$ cat src/rtl/cola_botones_if.sv
// Button event queue bus: button pulses and consumer handshake in, queued events and loss status out.
// The bench drives through the master modport; the queue itself uses the slave modport.
interface cola_botones_if #(
    parameter int NUM_BTN = 4,
    parameter int DEPTH   = 4
);
    logic [NUM_BTN-1:0]         btn_pulse;
    logic                       evt_ready;
    logic                       evt_valid;
    logic [$clog2(NUM_BTN)-1:0] evt_code;
    logic [$clog2(DEPTH):0]     fifo_count;
    logic [7:0]                 drop_cnt;
    logic                       overflow;

    modport master (
        output btn_pulse, evt_ready,
        input  evt_valid, evt_code, fifo_count, drop_cnt, overflow
    );

    modport slave (
        input  btn_pulse, evt_ready,
        output evt_valid, evt_code, fifo_count, drop_cnt, overflow
    );
endinterface

$ cat src/rtl/cola_botones.sv
// Turns rising edges on button pulse lines into queued button-index events.
// One pending flag per button feeds a small FIFO; lost events are counted and flagged.
module cola_botones #(
    parameter int NUM_BTN = 4,
    parameter int DEPTH   = 4
) (
    input logic           clk,
    input logic           reset,
    cola_botones_if.slave bus
);
    localparam int IW = $clog2(NUM_BTN);
    localparam int AW = $clog2(DEPTH);
    localparam int CW = AW + 1;
    localparam logic [CW-1:0] FULL_CNT = CW'(DEPTH);

    logic [NUM_BTN-1:0] btn_prev;
    logic [NUM_BTN-1:0] pend;
    logic [NUM_BTN-1:0] rise;
    logic [NUM_BTN-1:0] push_mask;
    logic [NUM_BTN-1:0] lost;
    logic [NUM_BTN-1:0] pend_next;
    logic [IW-1:0]      push_idx;
    logic               do_push;
    logic               do_pop;

    logic [IW-1:0]      mem [DEPTH];
    logic [AW-1:0]      wr_ptr;
    logic [AW-1:0]      rd_ptr;
    logic [CW-1:0]      count;
    logic [7:0]         drop;
    logic               ovf;

    always_comb begin
        rise     = bus.btn_pulse & ~btn_prev;
        push_idx = '0;
        for (int i = NUM_BTN - 1; i >= 0; i--) begin
            if (pend[i]) push_idx = IW'(i);
        end
        // Eligibility uses the pre-pop count, so a full queue never pushes in a pop cycle.
        do_push   = (pend != '0) && (count < FULL_CNT);
        push_mask = do_push ? (NUM_BTN'(1) << push_idx) : '0;
        do_pop    = (count != '0) && bus.evt_ready;
        lost      = rise & pend & ~push_mask;
        pend_next = (pend & ~push_mask) | rise;
    end

    always_ff @(posedge clk) begin
        if (reset) begin
            btn_prev <= '0;
            pend     <= '0;
            wr_ptr   <= '0;
            rd_ptr   <= '0;
            count    <= '0;
            drop     <= '0;
            ovf      <= 1'b0;
        end else begin
            btn_prev <= bus.btn_pulse;
            pend     <= pend_next;
            if (do_push) wr_ptr <= wr_ptr + AW'(1);
            if (do_pop)  rd_ptr <= rd_ptr + AW'(1);
            count <= count + CW'(do_push) - CW'(do_pop);
            if (lost != '0) begin
                ovf <= 1'b1;
                if (drop != 8'hFF) drop <= drop + 8'd1;
            end
        end
    end

    // Storage needs no reset: the head is only exposed while count is nonzero.
    always_ff @(posedge clk) begin
        if (!reset && do_push) mem[wr_ptr] <= push_idx;
    end

    assign bus.evt_valid  = (count != '0);
    assign bus.evt_code   = bus.evt_valid ? mem[rd_ptr] : '0;
    assign bus.fifo_count = count;
    assign bus.drop_cnt   = drop;
    assign bus.overflow   = ovf;
endmodule

$ cat src/flat_wrapper.sv
// flat-port wrapper written by rule: the top's interface ports become plain ports
module cola_botones_flat 
#(
    parameter int NUM_BTN = 4,
    parameter int DEPTH   = 4
)
  (clk, reset, bus_btn_pulse, bus_evt_ready, bus_evt_valid, bus_evt_code, bus_fifo_count, bus_drop_cnt, bus_overflow);
  cola_botones_if #(.NUM_BTN(NUM_BTN), .DEPTH(DEPTH)) bus_i ();
  input logic clk;
  input logic reset;
  input wire logic [$bits(bus_i.btn_pulse)-1:0] bus_btn_pulse;
  input wire logic [$bits(bus_i.evt_ready)-1:0] bus_evt_ready;
  output wire logic [$bits(bus_i.evt_valid)-1:0] bus_evt_valid;
  output wire logic [$bits(bus_i.evt_code)-1:0] bus_evt_code;
  output wire logic [$bits(bus_i.fifo_count)-1:0] bus_fifo_count;
  output wire logic [$bits(bus_i.drop_cnt)-1:0] bus_drop_cnt;
  output wire logic [$bits(bus_i.overflow)-1:0] bus_overflow;
  assign bus_i.btn_pulse = bus_btn_pulse;
  assign bus_i.evt_ready = bus_evt_ready;
  assign bus_evt_valid = bus_i.evt_valid;
  assign bus_evt_code = bus_i.evt_code;
  assign bus_fifo_count = bus_i.fifo_count;
  assign bus_drop_cnt = bus_i.drop_cnt;
  assign bus_overflow = bus_i.overflow;
  cola_botones #(.NUM_BTN(NUM_BTN), .DEPTH(DEPTH)) u_core (.clk(clk), .reset(reset), .bus(bus_i));
endmodule
$ cat config.mk
export PLATFORM = sky130hd
export DESIGN_NAME = cola_botones_flat
export DESIGN_NICKNAME = d
export VERILOG_FILES = /design/src/rtl/cola_botones_if.sv /design/src/rtl/cola_botones.sv /design/src/flat_wrapper.sv
export SDC_FILE = /design/constraint.sdc
export NUM_CORES = 1
export LEC_CHECK = 0
export CORE_MARGIN = 5
export CORE_UTILIZATION = 30
export CTS_BUF_LIST = sky130_fd_sc_hd__clkbuf_8
export CTS_CLUSTER_DIAMETER = 100
export DETAILED_ROUTE_END_ITERATION = 8
export HOLD_SLACK_MARGIN = 0.06
export SETUP_SLACK_MARGIN = 0.15
export SYNTH_ARGS = -nofsm -noshare
export SYNTH_HDL_FRONTEND = slang
export SYNTH_SLANG_ARGS = --single-unit
export TNS_END_PERCENT = 30
$ cat constraint.sdc
create_clock -name clk -period 5.03 [get_ports clk]
set_input_delay 0.7545 -clock clk [delete_from_list [all_inputs] [get_ports clk]]
set_output_delay 0.7545 -clock clk [all_outputs]
set_load 0.02 [all_outputs]
Yosys cells after proc, flatten, opt, wreduce, memory -nomap -nowiden
Memories as Yosys holds them, arrays and structs flattened. A register that Yosys moved wholly into a read port is not among the register bits.
Index checks and enable logic that the tools add are counted.

storage, ports and cells
  register bits after elaboration = 24
  RAM bits = 8
  input port bits = 7
  output and inout port bits = 15
  logic and storage cells = 41
  memories kept = 1

memories
  memory      depth  width  read ports  clocked after Yosys merged registers in  wr ports  RTL line            source
  u_core.mem  4      2      1           1                                        1         cola_botones.sv:26  logic [IW-1:0] mem [DEPTH];

cells by class
  add/sub/neg operators = 5
  $lt $le $gt $ge = 1
  equality and inequality tests = 1
  shifts and indexed selects = 1
  muxes and demuxes = 10
  bitwise gates (word level) = 7
  reduce and logical (&&, ||, !) cells = 8

operators by type and width
  cell                   number
  $and A4 B4 Y4          4
  $mux W2                7
  $add A8 B1 Y8 const B  1
  $ne A8 B8 Y1 const B   1
  $not A4 Y4             2
  $reduce_bool A4 Y1     2
  $add A2 B1 Y2 const B  2
  $mux W4                1
  $or A4 B4 Y4           1
  $shl A1 B2 Y4 const A  1
  $add A3 B1 Y3          1
  $logic_and A1 B1 Y1    3
  $lt A3 B3 Y1 const B   1
  $reduce_bool A3 Y1     1
  $sub A3 B1 Y3          1
  $mux W1                2
  $reduce_and A2 Y1      1
  $logic_not A1 Y1       1

Longest topological paths before layout
  depth after elaboration = 10
  gate-level depth with buffers = 11
  mapped depth without buffers = 10

Worst setup path after synthesis
No wires, ideal clock.

  path kind = register -> register
  start = register u_core.count[2], in the netlist u_core.bus.fifo_count[2]
  end = register u_core.count[2], in the netlist u_core.bus.fifo_count[2]
  setup time = 0.128 ns
  data arrival time = 2.448 ns
  data required time = 4.902 ns
  path slack = 2.454 ns
  stages on the path, launching flop included = 12
  path buffers = 1
  clock period less this slack = 2.576 ns
  cells stage by stage = dfxtp_1 -> buf_2 -> or3_1 -> and2_1 -> ha_1 -> inv_1 -> ha_1 -> inv_1 -> fa_1 -> xor2_1 -> xnor2_1 -> nor2_1

on the way
  elaborated cells on any way between the ends = 6
  those cells by class = add/sub: 2; order compare: 1; reduce/logical: 3

RTL lines
  what                      RTL line            source
  start: declaration        cola_botones.sv:29  logic [CW-1:0] count;
  start signal: assignment  cola_botones.sv:61  count <= count + CW'(do_push) - CW'(do_pop);
  $reduce_bool A3 Y1        --
  named net bus_evt_valid   flat_wrapper.sv:13  output wire logic [$bits(bus_i.evt_valid)-1:0] bus_evt_valid;
  $logic_and A1 B1 Y1       cola_botones.sv:42  do_pop = (count != '0) && bus.evt_ready;
  named net u_core.do_pop   cola_botones.sv:24  logic do_pop;
  $sub A3 B1 Y3             cola_botones.sv:61

The timed path passes the listed nets, and every way through them passes these cells.
A chain may end at the register's enable or synchronous reset.

Final worst setup path
  start = register u_core.count[2], in the netlist u_core.bus.fifo_count[2]
  end = output port bus_evt_code[0]

on the way
  word-level cells in the longest chain between the ends = 2

RTL lines
  what                RTL line            source
  $reduce_bool A3 Y1  cola_botones.sv:74  assign bus.evt_valid = (count != '0);
  $mux W2             cola_botones.sv:75  assign bus.evt_code = bus.evt_valid ? mem[rd_ptr] : '0;
  end: declaration    flat_wrapper.sv:14  output wire logic [$bits(bus_i.evt_code)-1:0] bus_evt_code;

No other way between the ends.

==> results.sh <==
export IMPL_via_per_inst=4.53
export IMPL_worstPathRequired_ns=4.28
export IMPL_crit_fanout=8
export IMPL_finalCriticalPeriod_ns=2.63
export IMPL_mostFrequentLayoutCells="dfxtp_1, clkdlybuf4s50_1, nor2_1, a21oi_1, edfxtp_1"
export IMPL_grt_overflow_total=0
export IMPL_clock_latency_ns=0.29
export IMPL_leakagePower_uw=0.000736
export IMPL_io_pins=22
export IMPL_die_y_um=81.2
export IMPL_routed_wl_mm=2.70
export IMPL_h_tree_depth=2
export IMPL_final_cells=245
export IMPL_yosysWarnings=0
export IMPL_synthArstFlopShare=0
export IMPL_die_w_um=81.2
export IMPL_first_pass_iters=4
export IMPL_finalCritPeriodShare=0.523
export IMPL_syn_area_sq_um=1520
export IMPL_ys_flop_type="dfxtp_1"
export IMPL_coreArea_sq_um=5010
export IMPL_dp_cells=237
export IMPL_crit_arrival_ns=1.88
export IMPL_grt_pass1_wl_mm=4.79
export IMPL_die_area_sq_um=6600
export IMPL_ctsHoldBuffers=0
export IMPL_finalMaxSlewViolations=0
export IMPL_root_buffer="clkbuf_8"
export IMPL_grt_start_max_net_pins=26
export IMPL_start_kind="flop"
export IMPL_report_final_setup_viol=0
export IMPL_critPathKind="reg2out"
export IMPL_synth_seq_area_share=0.500
export IMPL_clock_sinks=34
export IMPL_gp_congestion=0.733
export IMPL_synth_edff_count=8
export IMPL_drc=0
export IMPL_drt_iter0_markers=56
export IMPL_vdd_ir_drop_max_mv=0.159
export IMPL_syn_nets=164
export IMPL_tritoncts="done"
export IMPL_area_growth_pct=27.4
export IMPL_fin_util=0.387
export IMPL_final_nets=189
export IMPL_wl_per_cell_um=11.0
export IMPL_antenna_found_initial=0
export IMPL_relSlewSlack=0.388
export IMPL_postCtsSetupBuffers=0
export IMPL_final_common_cell="dfxtp_1"
export IMPL_n_antenna_cell=0
export IMPL_cts_inserted_buffers=5
export IMPL_ys_types=34
export IMPL_syn_avg_cell_area_sq_um=10.2
export IMPL_setup_worst_path_end_class="primary output"
export IMPL_io_buffers=21
export IMPL_clk_path_buf_depth=2
export IMPL_drive_gt1_frac=0.0857
export IMPL_synthCells=149
export IMPL_clk_pin_slew_worst_paths_ns=0.07
export IMPL_ys_ff_latch=34
export IMPL_tightest_slew_ns=0.915
export IMPL_num_vias=1110
export IMPL_fmax_ghz=0.380
export IMPL_cts_resized=0
export IMPL_start_util=0.304
export IMPL_max_cap_violations=0
export IMPL_ant_nets=0
export IMPL_clock_skew_ns=0.00726
export IMPL_finalHoldViolCount=0
export IMPL_run_status="complete, no violations"
export IMPL_first_global_vias=1047
export IMPL_tns_ns=0
export IMPL_std_cell_rows=26
export IMPL_grt_total_usage=0.0963
export IMPL_dp_hpwl_mm=1.94
export IMPL_powerDensity_nw_per_um2=463
export IMPL_hold_path_class="reg2reg"
export IMPL_rsz0062_at_grt="false"
## cells in the mapped netlist, types with 3 or more instances
library cell | instances | share of area
dfxtp_1 | 26 | 0.34
nor2_1 | 20 | 0.049
a21oi_1 | 11 | 0.036
edfxtp_1 | 8 | 0.16
and3_1 | 7 | 0.029
ha_1 | 7 | 0.058
inv_1 | 7 | 0.017
nand2_1 | 7 | 0.017
nor2b_1 | 7 | 0.029
nand3_1 | 5 | 0.016
o21ai_0 | 5 | 0.016
and2_1 | 4 | 0.016
nand2b_1 | 4 | 0.016
xnor2_1 | 3 | 0.017
## cell families after synthesis
| logic type | after synthesis | share of synthesized area |
|---|---|---|
| flip-flops | 34 | 0.500 |
| XOR/XNOR | 5 | 0.0288 |
| buffers and inverters | 10 | 0.0255 |
| AO/OA/AOI/OAI | 22 | 0.0928 |
| multiplexers | 5 | 0.0534 |
| AND/OR/NAND/NOR | 65 | 0.229 |
| adder cells (fa/ha/maj) | 8 | 0.0707 |
## critical path, stage by stage (launching register included)
cell	delay, ns
dfxtp_1	0.42
or3_1	0.47
and2_1	0.17
clkdlybuf4s50_1	0.53
## metal layers
layer | part of all wire | global-route usage | wire [um]
met5 | 0 | 0 | 0
met4 | 0.028 | 0.0557 | 76
met3 | 0.047 | 0.0266 | 127
met2 | 0.45 | 0.148 | 1210
met1 | 0.48 | 0.121 | 1290
## power by group
group | leakage, uW | switching (uW) | internal (uW)
registers | 0.000287 | 36.3 | 321
logic | 0.000383 | 123 | 124
clock network | 0.0000658 | 96.8 | 196
total | 0.000736 | 256 | 641
## path summary, 6_finish.rpt
kind	startpoint	cells after the start	slack, ns	end
max	u_core.bus.fifo_count[2]$_SDFF_PP0_	3	2.40	bus_evt_code[0]
min	u_core.bus.overflow$_SDFFE_PP0P_	2	0.47	u_core.bus.overflow$_SDFFE_PP0P_
max reg2reg	u_core.bus.fifo_count[2]$_SDFF_PP0_	10	2.55	u_core.bus.fifo_count[2]$_SDFF_PP0_
min reg2reg	u_core.bus.overflow$_SDFFE_PP0P_	2	0.47	u_core.bus.overflow$_SDFFE_PP0P_
## stage by stage
| stage | instance area (sq um) | hold WS, ns | setup slack (ns) | total power (uW) |
|---|---|---|---|---|
| floorplan | 1520 | 0.469 | 2.45 | 529 |
| global placement | 1810 | 0.463 | 2.32 | 616 |
| detailed placement | 1810 | 0.463 | 2.29 | 617 |
| CTS | 1940 | 0.481 | 2.36 | 916 |
| global route | 1940 | 0.488 | 2.30 | 969 |
| finish | 1940 | 0.472 | 2.40 | 898 |
## cell type report
cell class                 count  area [sq um]
multi-input combinational    105           723
inverter                       7          26.3
timing repair buffer          21           210
tap                           70          87.6
clock inverter                 3          63.8
fill                         534          3070
sequential                    34           761
clock buffer                   5          68.8
## sequential cells by signal, indices dropped and copies added (netlist names), named ones only
name,count
u_core.btn_prev,4
u_core.rd_ptr,2
u_core.pend,4
u_core.mem,8
u_core.bus.drop_cnt,8
u_core.bus.fifo_count,3
u_core.wr_ptr,2
u_core.bus.overflow,1
(Power assumes the default switching activity.)
